===== config.mk =====
export PLATFORM = sky130hd
export DESIGN_NAME = pipeline_hazard_ctrl
export DESIGN_NICKNAME = d
export VERILOG_FILES = /design/src/rtl/pipeline_hazard_ctrl.sv
export SDC_FILE = /design/constraint.sdc
export NUM_CORES = 1
export LEC_CHECK = 0
export ABC_AREA = 1
export BUFFER_PORTS_ARGS = -buffer_cell sky130_fd_sc_hd__buf_2
export CAP_MARGIN = 5
export CORE_MARGIN = 2
export CORE_UTILIZATION = 50
export DETAILED_ROUTE_END_ITERATION = 10
export GPL_ROUTABILITY_DRIVEN = 1
export PLACE_DENSITY = 0.82
export SYNTH_ARGS = -nofsm -noshare
export SYNTH_HDL_FRONTEND = slang
export SYNTH_SLANG_ARGS = --single-unit

===== constraint.sdc =====
create_clock -name clk -period 2.7 [get_ports clk]
set_input_delay 0.81 -clock clk [delete_from_list [all_inputs] [get_ports clk]]
set_output_delay 0.81 -clock clk [all_outputs]
set_load 0.1 [all_outputs]

===== src/rtl/pipeline_hazard_ctrl.sv =====
// pipeline_hazard_ctrl
// -----------------------------------------------------------------------------
// Central stall/flush sequencer for the 5-stage RV32 pipeline. It drives the
// hold (stall) and bubble (flush) controls of the PC, IF/ID, ID/EX, EX/MEM and
// MEM/WB pipeline registers. It resolves, in priority order:
//   1. a data-memory access that has not completed (the whole pipeline freezes,
//      with a bounded wait),
//   2. a taken branch/jump resolved in EX (IF/ID and ID/EX are squashed),
//   3. a load-use hazard between the load in EX and the instruction in ID
//      (one bubble is inserted).
//
// Optional build feature:
//   HAZARD_PERF_CNT_EN  adds saturating performance counters stall_cycles,
//                       flush_events and loaduse_events.
//
// Parameters:
//   MEM_TIMEOUT   max cycles spent in MEM_WAIT before the access is aborted (1..255)
//   CNT_W         width of the performance counters
//
// Ports:
//   clk              pipeline clock
//   resetn           asynchronous active-low reset
//   id_rs1/id_rs2    source registers of the instruction in ID
//   id_uses_rs1/2    the ID instruction actually reads rs1/rs2
//   ex_rd            destination register of the instruction in EX
//   ex_mem_read      the EX instruction is a load
//   ex_branch_taken  EX resolved a taken branch/jump
//   mem_req          the MEM-stage instruction accesses dmem
//   dmem_ready       dmem completes the access this cycle
//   pc_stall         hold PC
//   if_id_stall      hold IF/ID
//   if_id_flush      clear IF/ID to NOP
//   id_ex_stall      hold ID/EX
//   id_ex_flush      clear ID/EX control bits
//   ex_mem_stall     hold EX/MEM
//   mem_wb_bubble    load MEM/WB with regWrite=0, memToReg=0
//   dmem_err         one-cycle pulse after a MEM_WAIT timeout
//   mem_busy         FSM is in MEM_WAIT
//   stall_cycles, flush_events, loaduse_events  (HAZARD_PERF_CNT_EN only)
// -----------------------------------------------------------------------------
// state    | meaning
// ---------+-------------------------------------------------------------------
// IDLE     | no outstanding dmem access; a fresh un-ready request freezes now
// MEM_WAIT | dmem access outstanding; pipeline frozen until ready or timeout
// -----------------------------------------------------------------------------

module pipeline_hazard_ctrl #(
    parameter int unsigned MEM_TIMEOUT = 16,
    parameter int unsigned CNT_W       = 32
) (
    input  logic       clk,
    input  logic       resetn,
    input  logic [4:0] id_rs1,
    input  logic [4:0] id_rs2,
    input  logic       id_uses_rs1,
    input  logic       id_uses_rs2,
    input  logic [4:0] ex_rd,
    input  logic       ex_mem_read,
    input  logic       ex_branch_taken,
    input  logic       mem_req,
    input  logic       dmem_ready,
    output logic       pc_stall,
    output logic       if_id_stall,
    output logic       if_id_flush,
    output logic       id_ex_stall,
    output logic       id_ex_flush,
    output logic       ex_mem_stall,
    output logic       mem_wb_bubble,
    output logic       dmem_err,
    output logic       mem_busy
`ifdef HAZARD_PERF_CNT_EN
    ,
    output logic [CNT_W-1:0] stall_cycles,
    output logic [CNT_W-1:0] flush_events,
    output logic [CNT_W-1:0] loaduse_events
`endif
);

    generate
        if (MEM_TIMEOUT < 1 || MEM_TIMEOUT > 255 || CNT_W < 1) begin : g_param_check
            $error("pipeline_hazard_ctrl: MEM_TIMEOUT must be 1..255 and CNT_W >= 1");
        end
    endgenerate

    localparam logic [7:0] TIMEOUT_VAL = 8'(MEM_TIMEOUT);

    typedef enum logic {
        IDLE     = 1'b0,
        MEM_WAIT = 1'b1
    } state_t;

    state_t     state;
    state_t     next_state;
    logic [7:0] wait_cnt;
    logic       timeout_hit;
    logic       freeze;
    logic       load_use;
    logic       br_flush;
    logic       lu_stall;

    // x0 is hardwired to zero, so a load targeting it can never feed ID.
    assign load_use = ex_mem_read && (ex_rd != 5'd0) &&
                      ((id_uses_rs1 && (id_rs1 == ex_rd)) ||
                       (id_uses_rs2 && (id_rs2 == ex_rd)));

    assign timeout_hit = (state == MEM_WAIT) && (wait_cnt == TIMEOUT_VAL);
    assign mem_busy    = (state == MEM_WAIT);

    // ------------------------------------------------------------------
    // Next-state and freeze decode
    // ------------------------------------------------------------------
    always_comb begin
        next_state = state;
        freeze     = 1'b0;
        case (state)
            IDLE: begin
                if (mem_req && !dmem_ready) begin
                    next_state = MEM_WAIT;
                    freeze     = 1'b1;
                end
            end
            MEM_WAIT: begin
                if (dmem_ready) begin
                    next_state = IDLE;
                end else if (timeout_hit) begin
                    next_state = IDLE;
                end else begin
                    freeze = 1'b1;
                end
            end
            default: begin
                next_state = IDLE;
            end
        endcase
    end

    // ------------------------------------------------------------------
    // Stall / flush outputs
    // A branch seen while frozen is simply held in the frozen EX stage; it
    // is acted on the first cycle freeze is low, so it is neither lost nor
    // applied twice. Outputs are forced low while reset is asserted even
    // though the request inputs may still be active.
    // ------------------------------------------------------------------
    always_comb begin
        pc_stall      = 1'b0;
        if_id_stall   = 1'b0;
        if_id_flush   = 1'b0;
        id_ex_stall   = 1'b0;
        id_ex_flush   = 1'b0;
        ex_mem_stall  = 1'b0;
        mem_wb_bubble = 1'b0;
        br_flush      = 1'b0;
        lu_stall      = 1'b0;
        if (resetn) begin
            if (freeze) begin
                pc_stall      = 1'b1;
                if_id_stall   = 1'b1;
                id_ex_stall   = 1'b1;
                ex_mem_stall  = 1'b1;
                mem_wb_bubble = 1'b1;
            end else begin
                // The aborted MEM instruction must not write back.
                if (timeout_hit) begin
                    mem_wb_bubble = 1'b1;
                end
                if (ex_branch_taken) begin
                    // ID is squashed, so any load-use match there is moot.
                    br_flush    = 1'b1;
                    if_id_flush = 1'b1;
                    id_ex_flush = 1'b1;
                end else if (load_use) begin
                    lu_stall    = 1'b1;
                    pc_stall    = 1'b1;
                    if_id_stall = 1'b1;
                    id_ex_flush = 1'b1;
                end
            end
        end
    end

    // ------------------------------------------------------------------
    // State, wait counter and error pulse
    // ------------------------------------------------------------------
    always_ff @(posedge clk or negedge resetn) begin
        if (!resetn) begin
            state    <= IDLE;
            wait_cnt <= 8'd0;
            dmem_err <= 1'b0;
        end else begin
            state    <= next_state;
            dmem_err <= timeout_hit;
            if (state == IDLE && next_state == MEM_WAIT) begin
                wait_cnt <= 8'd1;
            end else if (state == MEM_WAIT && freeze) begin
                wait_cnt <= wait_cnt + 8'd1;
            end else if (next_state == IDLE) begin
                wait_cnt <= 8'd0;
            end
        end
    end

`ifdef HAZARD_PERF_CNT_EN
    // ------------------------------------------------------------------
    // Saturating performance counters
    // ------------------------------------------------------------------
    logic stall_ev;
    assign stall_ev = (freeze && resetn) || lu_stall;

    always_ff @(posedge clk or negedge resetn) begin
        if (!resetn) begin
            stall_cycles   <= '0;
            flush_events   <= '0;
            loaduse_events <= '0;
        end else begin
            if (stall_ev && (stall_cycles != '1)) begin
                stall_cycles <= stall_cycles + 1'b1;
            end
            if (br_flush && (flush_events != '1)) begin
                flush_events <= flush_events + 1'b1;
            end
            if (lu_stall && (loaduse_events != '1)) begin
                loaduse_events <= loaduse_events + 1'b1;
            end
        end
    end
`endif

endmodule


# Yosys cells after proc, flatten, opt, wreduce, memory -nomap -nowiden
# Cells that the tools add are included.
# op_classes
add_sub_neg	1
mul	0
n_div	0
order_cmp	0
eq_ne	4
n_shift	0
mux	22
bitwise_logic	1
n_reduce_logical	11
# ops
cell	n
two-way mux 8 bit	3
two-way mux 1 bit	18
equality test 5 bit	2
adder 8 x 1 -> 8 bit (second input constant)	1
equality test 8 x 5 -> 1 bit (second input constant)	1
logical AND 1 bit	8
nonzero test 5 bit	1
inequality test 3 x 1 -> 1 bit (second input constant)	1
one-hot mux 1 bit (2 select lines)	1
logical NOT 1 bit	1
logical OR 1 bit	1
inverter 1 bit	1
# totals
register_bits	10
latch_bits	0
ramBits	0
rom_bits	0
inputBits	23
output_inout_bits	9
elab_cells	42
n_memories	0

# Logic depth before layout (Yosys ltp)
# Gate-level depths: netlist of run 1.
# depth
depth_word	8
depth_mapped	10
mapped_depth_nobuf	10

# Least setup slack after synthesis of run 1
# Ideal clock, no wire load.
# synth_timing
path_type	reg-to-output
from	reg state, in the netlist mem_busy
to	out pc_stall
arrival_ns	2.581
t_required_ns	1.890
slack_ns	-0.691
path_stages_with_launch	8
n_path_buf	1
path_cell_list	dfrtp_1 inv_1 nor2_1 nand2_4 nand2_4 nand2_1 nand2_1 buf_4
# synth_between
elab_chain_cells	6
elab_cells_between_ends	7
classes_between	5 x mux; 1 x bitwise; 1 x reduce/logical
# synth_lines
element	line	rtl
start: declaration	92	state_t state;
start signal: assignment	190	state <= next_state;
logical AND 1 bit	106	assign timeout_hit = (state == MEM_WAIT) && (wait_cnt == TIMEOUT_VAL);
two-way mux 1 bit	125	end else if (timeout_hit) begin
two-way mux 1 bit	123	if (dmem_ready) begin
one-hot mux 1 bit (2 select lines) (*)	115	case (state)
via freeze	96	logic freeze;
two-way mux 1 bit (*) (2 in series)	n/a	
end: declaration	62	output logic pc_stall,
# The timed path passes the listed nets; every way through them passes the cells marked *.

# Worst setup path after layout of run 1
# layout_timing
from	reg wait_cnt[0]
to	out id_ex_flush
# layout_between
elab_chain_cells	7
# layout_lines
element	line	rtl
start: declaration	94	logic [7:0] wait_cnt;
start signal: assignment	195	wait_cnt <= wait_cnt + 8'd1;
equality test 8 x 5 -> 1 bit	106	
logical AND 1 bit	106	
two-way mux 1 bit	125	
two-way mux 1 bit	123	
one-hot mux 1 bit (2 select lines)	115	
via freeze	96	
two-way mux 1 bit	155	if (freeze) begin
two-way mux 1 bit	154	if (resetn) begin
end: declaration	66	output logic id_ex_flush,
# The timed path passes the listed nets, and every way through them passes these cells.

==> impl_metrics.tcl, run 1 <==
set metrics [dict create \
    synth_fa_ha_area_frac 0.0320 \
    vias_per_cell 4.83 \
    hold_slack_ns 0.498 \
    p_total_uw 490 \
    grt_pass1_vias 768 \
    p_switching_uw 186 \
    syn_area_um2 782 \
    min_path_type "flip-flop to flip-flop" \
    power.share.switching 0.379 \
    yosysSeqAreaShare 0.320 \
    wire_per_inst_um 9.95 \
    wl_um 1800 \
    crit_required_ns 1.89 \
    p_comb_frac 0.394 \
    cp.arrival_ns 1.75 \
    grt_max_degree 12 \
    vias 875 \
    ctsRootBufferMaster "clkbuf_4" \
    drive_above_1_share 0.291 \
    place_congestion 0.859 \
    path_class "flip-flop to primary output" \
    synth_compound_area_frac 0.0480 \
    tightest_slew_ns 0.483 \
    synth.area.mux_share 0 \
    antenna_found_initial 0 \
    worstSkewPairLatency_ns 0.27 \
    grt_overflow_total 0 \
    pwr-share-clk 0.283 \
    drc 0 \
    min_period_over_period 0.947 \
    relSlewSlack 0.681 \
    die_area_mm2 0.00190 \
    synth_ff_type "dfrtp_1" \
    synth_seq_cells 10 \
    yosysWarnings 0 \
    drt_first_iter_violations 13 \
    areaGrowthSynthToFinish_pct 45.9 \
    htree_levels 1 \
    cts_tree "built" \
    final_cell_mix "38 x nand2_1, 30 x inv_1, 24 x buf_2, 17 x nor2_1, 9 x dfrtp_1" \
    fp-row-count 14 \
    clk_pin_slew_worst_paths_ns 0.07 \
    dr.pass1.iters 4 \
    setup_viol 0 \
    dpl.hpwl_um 1480 \
    synth_xor_area_frac 0.0112 \
    rsz0062_at_grt "no" \
    ioPinCount 32 \
    core_area_mm2 0.00149 \
    fin_nets 191 \
    endpoint_kind "primary output" \
    intPower_uw 304 \
    hold_violations 0 \
    clock_sinks 10 \
    final_common_cell "nand2_1" \
    die_h_um 43.5 \
    power.density_mw_per_mm2 429 \
    synth_cell_types 18 \
    synth_cells 128 \
    cts-buffers-inserted 3 \
    start_util 0.525 \
    fin_worst_skew_ns 0.00626 \
    syn_area_per_cell_um2 6.11 \
    start_kind "flip-flop" \
    drv_cap 0 \
    syn-num-nets 153 \
    status "complete, no violations" \
    synth_edf_count 0 \
    ir_drop_mv 0.249 \
    post-route-min-period_ns 2.56 \
    track_usage 0.202 \
    synthArstFlopShare 1.00 \
    cp_max_fo 4 \
    synth_top_family_by_area "simple AND/OR/NAND/NOR gates" \
    max_freq_mhz 391 \
    leakagePower_nw 0.692 \
    yosys.area_share.simple 0.421 \
    final.setup.tns_ns 0 \
    seqPwrFrac 0.323 \
    antenna_left 0 \
    die_w_um 43.5 \
    cts_hold_buf 0 \
    antennaDiodeCount 0 \
    finalMaxSlewViolations 0 \
    portBuffers 31 \
    grt_pass1_wl_um 2880 \
    clockBufferDepth 2 \
]
## critical path: stages (launching register included)
cell     delay, ns
dfrtp_1       0.40
inv_1         0.07
ha_1          0.14
nand2_1       0.06
nor2_2        0.11
nand2_2       0.09
nand2_4       0.09
nand2_4       0.07
nor2_4        0.09
nand2_1       0.07
nand2_1       0.11
buf_12        0.18
## cell usage after synthesis (2+ instances only)
library cell	instances	area, µm²
inv_1	31	116
nand4_1	2	12.5
a21oi_1	2	10.0
o21ai_0	4	20.0
ha_1	2	25.0
buf_4	2	15.0
dfrtp_1	10	250
nand2_4	2	22.5
nand2_1	41	154
nand3_1	6	30.0
nor2_1	18	67.6
nor3_1	2	10.0
## power by group through the flow
stage          clock network, mW  registers [mW]  logic [mW]
2_1_floorplan                  0           0.173       0.110
3_3_place_gp                   0           0.161       0.182
3_5_place_dp                   0           0.161       0.185
4_1_cts                    0.140           0.158       0.186
5_1_grt                    0.153           0.159       0.206
6_report                   0.139           0.158       0.193
## cell type report
cell class	instances	area, µm²
multi-input combinational	85	420
fill	107	348
tap	16	20.0
clock buffer	4	36.3
inverter	31	120
sequential	10	254
timing repair buffer	35	290
## what timing repair did
item | 4_1_cts | 5_1_grt
setup endpoints to repair | 0 | 5
buffers inserted | 0 | 3
endpoints found under the hold margin | 0 | 0
resized for setup | 0 | 3
## flip-flops by register name, indices dropped and copies added, names as in the netlist
register,cells
wait_cnt,8
dmem_err,1
mem_busy,1
## final timing paths
path | startpoint | to | slack [ns] | cells past startpoint
worst max-delay path | wait_cnt[0] | id_ex_flush | 0.14 | 11
worst min-delay path | wait_cnt[6] | wait_cnt[6] | 0.50 | 1
worst max register to register | wait_cnt[0] | wait_cnt[3] | 1.28 | 8
worst min register to register | wait_cnt[6] | wait_cnt[6] | 0.50 | 1
max in group asynchronous | resetn | mem_busy | 2.02 | 2
min in group asynchronous | resetn | wait_cnt[0] | 0.52 | 2
## layer usage
layer,global-route usage,wire length (µm),up-vias
li1,-,-,455
met2,0.385,991,29
met4,0.0727,27,0
met1,0.217,690,386
met3,0.0375,92,5
met5,0,0,-
## stage by stage
step,std cells,cell area (µm²),worst slack (ns),util
global route,181,1140,0.0104,0.766
finish,181,1140,0.142,0.766
global placement,174,1080,0.178,0.724
detailed placement,174,1080,0.151,0.724
CTS,178,1110,0.0379,0.748
floorplan,128,817,-0.0497,-
## cells by family (layout without fill, tap and decap cells)
kind of cell / count (synthesis) / after routing
adder cells (fa/ha/maj): 2 / 2
AO/OA/AOI/OAI: 7 / 7
XOR/XNOR: 1 / 1
AND/OR/NAND/NOR: 75 / 75
buffers and inverters: 33 / 70
flip-flops: 10 / 10
No activity file was read; power rests on OpenSTA's default activity.
==> run 2, diff against run 1 <==
Settings changed: BUFFER_PORTS_ARGS -buffer_cell sky130_fd_sc_hd__buf_2 to not set, CORE_AREA set to 2 2 39 41, CORE_MARGIN 2 to not set, CORE_UTILIZATION 50 to not set, DIE_AREA set to 0 0 41 43, DONT_BUFFER_PORTS set to 1, PLACE_DENSITY 0.82 to 0.73.
==> run 2 against run 1 <==
- clock power fell by 22%
- routed wire length fell by 7.3%
- via count fell by 10%
- critical path type unchanged
- combinational power fell by 18%
==> impl_metrics.tcl, run 2 (same netlist as run 1, synthesis figures left out) <==
set metrics [dict create \
    antenna_found_initial 0 \
    setup_viol 0 \
    multiInputGateArea_um2 415 \
    seqCellArea_um2 254 \
    portBuffers 0 \
    dr.pass1.iters 4 \
    grt_overflow_total 0 \
    crit_required_ns 1.89 \
    ctsRootBufferMaster "clkbuf_4" \
    post-route-min-period_ns 2.59 \
    fin_nets 166 \
    setup_ws_ns 0.110 \
    track_usage 0.215 \
    grt_util_met1 0.213 \
    grt_max_degree 14 \
    cts-buffers-inserted 3 \
    core_area_mm2 0.00138 \
    drc 0 \
    min_period_over_period 0.959 \
    start_util 0.565 \
    clockBufferDepth 2 \
    worstSkewPairLatency_ns 0.27 \
    antennaDiodeCount 0 \
    leakagePower_nw 0.578 \
    max_freq_mhz 386 \
    pre_cts_ws_ns 0.193 \
    grt.met3_usage 0.0314 \
    wire_per_inst_um 10.7 \
    grt.met2_usage 0.378 \
    cts_resized 0 \
    top_register "wait_cnt" \
    cts_hold_buf 0 \
    grt_pass1_wl_um 2570 \
    ir_drop_mv 0.283 \
    cts_tree "built" \
    grt_pass1_vias 722 \
    wl_um 1670 \
    power.density_mw_per_mm2 439 \
    drive_above_1_share 0.143 \
    cp_max_fo 4 \
    hold_violations 0 \
    fillers 128 \
    start_kind "flip-flop" \
    place_congestion 0.704 \
    die_h_um 43 \
    clock_sinks 10 \
    status "complete, no violations" \
    hold_slack_ns 0.226 \
    clk_pin_slew_worst_paths_ns 0.07 \
    drv_cap 0 \
    post-route-util 0.703 \
    ioPinCount 32 \
    cp.arrival_ns 1.78 \
    finalMaxSlewViolations 0 \
    antenna_left 0 \
    areaGrowthSynthToFinish_pct 24.5 \
    vias_per_cell 5.04 \
    final_common_cell "nand2_1" \
    min_path_type "input pin to async pin" \
    vias 786 \
    die_w_um 41 \
    final_cell_mix "39 x nand2_1, 30 x inv_1, 18 x nor2_1, 9 x dfrtp_1, 6 x nand3_1" \
    relSlewSlack 0.815 \
    htree_levels 1 \
    tightest_slew_ns 0.280 \
    largest_register_ffs 8 \
    die_area_mm2 0.00176 \
    fp-row-count 14 \
    fin_worst_skew_ns 0.00556 \
    dpl.hpwl_um 1330 \
    endpoint_kind "primary output" \
    drt_first_iter_violations 15 \
    path_class "flip-flop to primary output" \
    busiest_layer "met2" \
]
[run 2: through the flow]
stage | cell area (µm²) | setup TNS, ns | power, mW | std cells
floorplan | 817 | -0.0497 | 0.284 | 128
global placement | 925 | 0 | 0.311 | 149
detailed placement | 925 | 0 | 0.314 | 149
CTS | 951 | 0 | 0.422 | 153
global route | 973 | -0.0481 | 0.450 | 156
finish | 973 | 0 | 0.427 | 156
[run 2: cell type report]
cell class              instances  area share
well taps                      16      0.0206
flip-flops and latches         10       0.261
inverters                      31       0.123
clock buffers                   4      0.0270
repair buffers                 10       0.141
multi-input cells              85       0.427
[run 2: final timing paths]
check,start,endpoint,slack (ns),depth (start not counted)
max in group asynchronous,resetn,mem_busy,2.40,0
max reg2reg,wait_cnt[0],wait_cnt[6],1.26,9
min,resetn,wait_cnt[4],0.23,0
max,wait_cnt[0],id_ex_flush,0.11,11
min reg2reg,wait_cnt[6],wait_cnt[6],0.51,1
min in group clk,wait_cnt[6],wait_cnt[6],0.51,1
[run 2: timing repair]
action / 4_1_cts / 5_1_grt
hold endpoints to repair: 0 / 0
setup endpoints to repair: 0 / 5
buffers inserted: 0 / 3
[run 2: power breakdown]
part,leakage (nW),switching [mW],internal (mW)
Sequential,0.136,0.00363,0.155
Combinational,0.427,0.110,0.0489
Clock,0.0150,0.0522,0.0572
Total,0.578,0.166,0.261
[run 2: worst max-delay path, cell delays in order, from the launching register on]
cell and delay [ns]:
dfrtp_1 0.41, inv_1 0.07, ha_1 0.14, nand2_1 0.05, nor2_1 0.11, nand2_1 0.11
nand2_4 0.09, nand2_4 0.07, nor2_4 0.08, nand2_1 0.07, nand2_1 0.12, buf_12 0.18
[run 2: metal layers]
metal | share of wire | vias up
met2 | 0.55 | 26
met4 | 0.034 | 0
li1 | - | 403
met1 | 0.37 | 353
met5 | 0 | -
met3 | 0.053 | 4
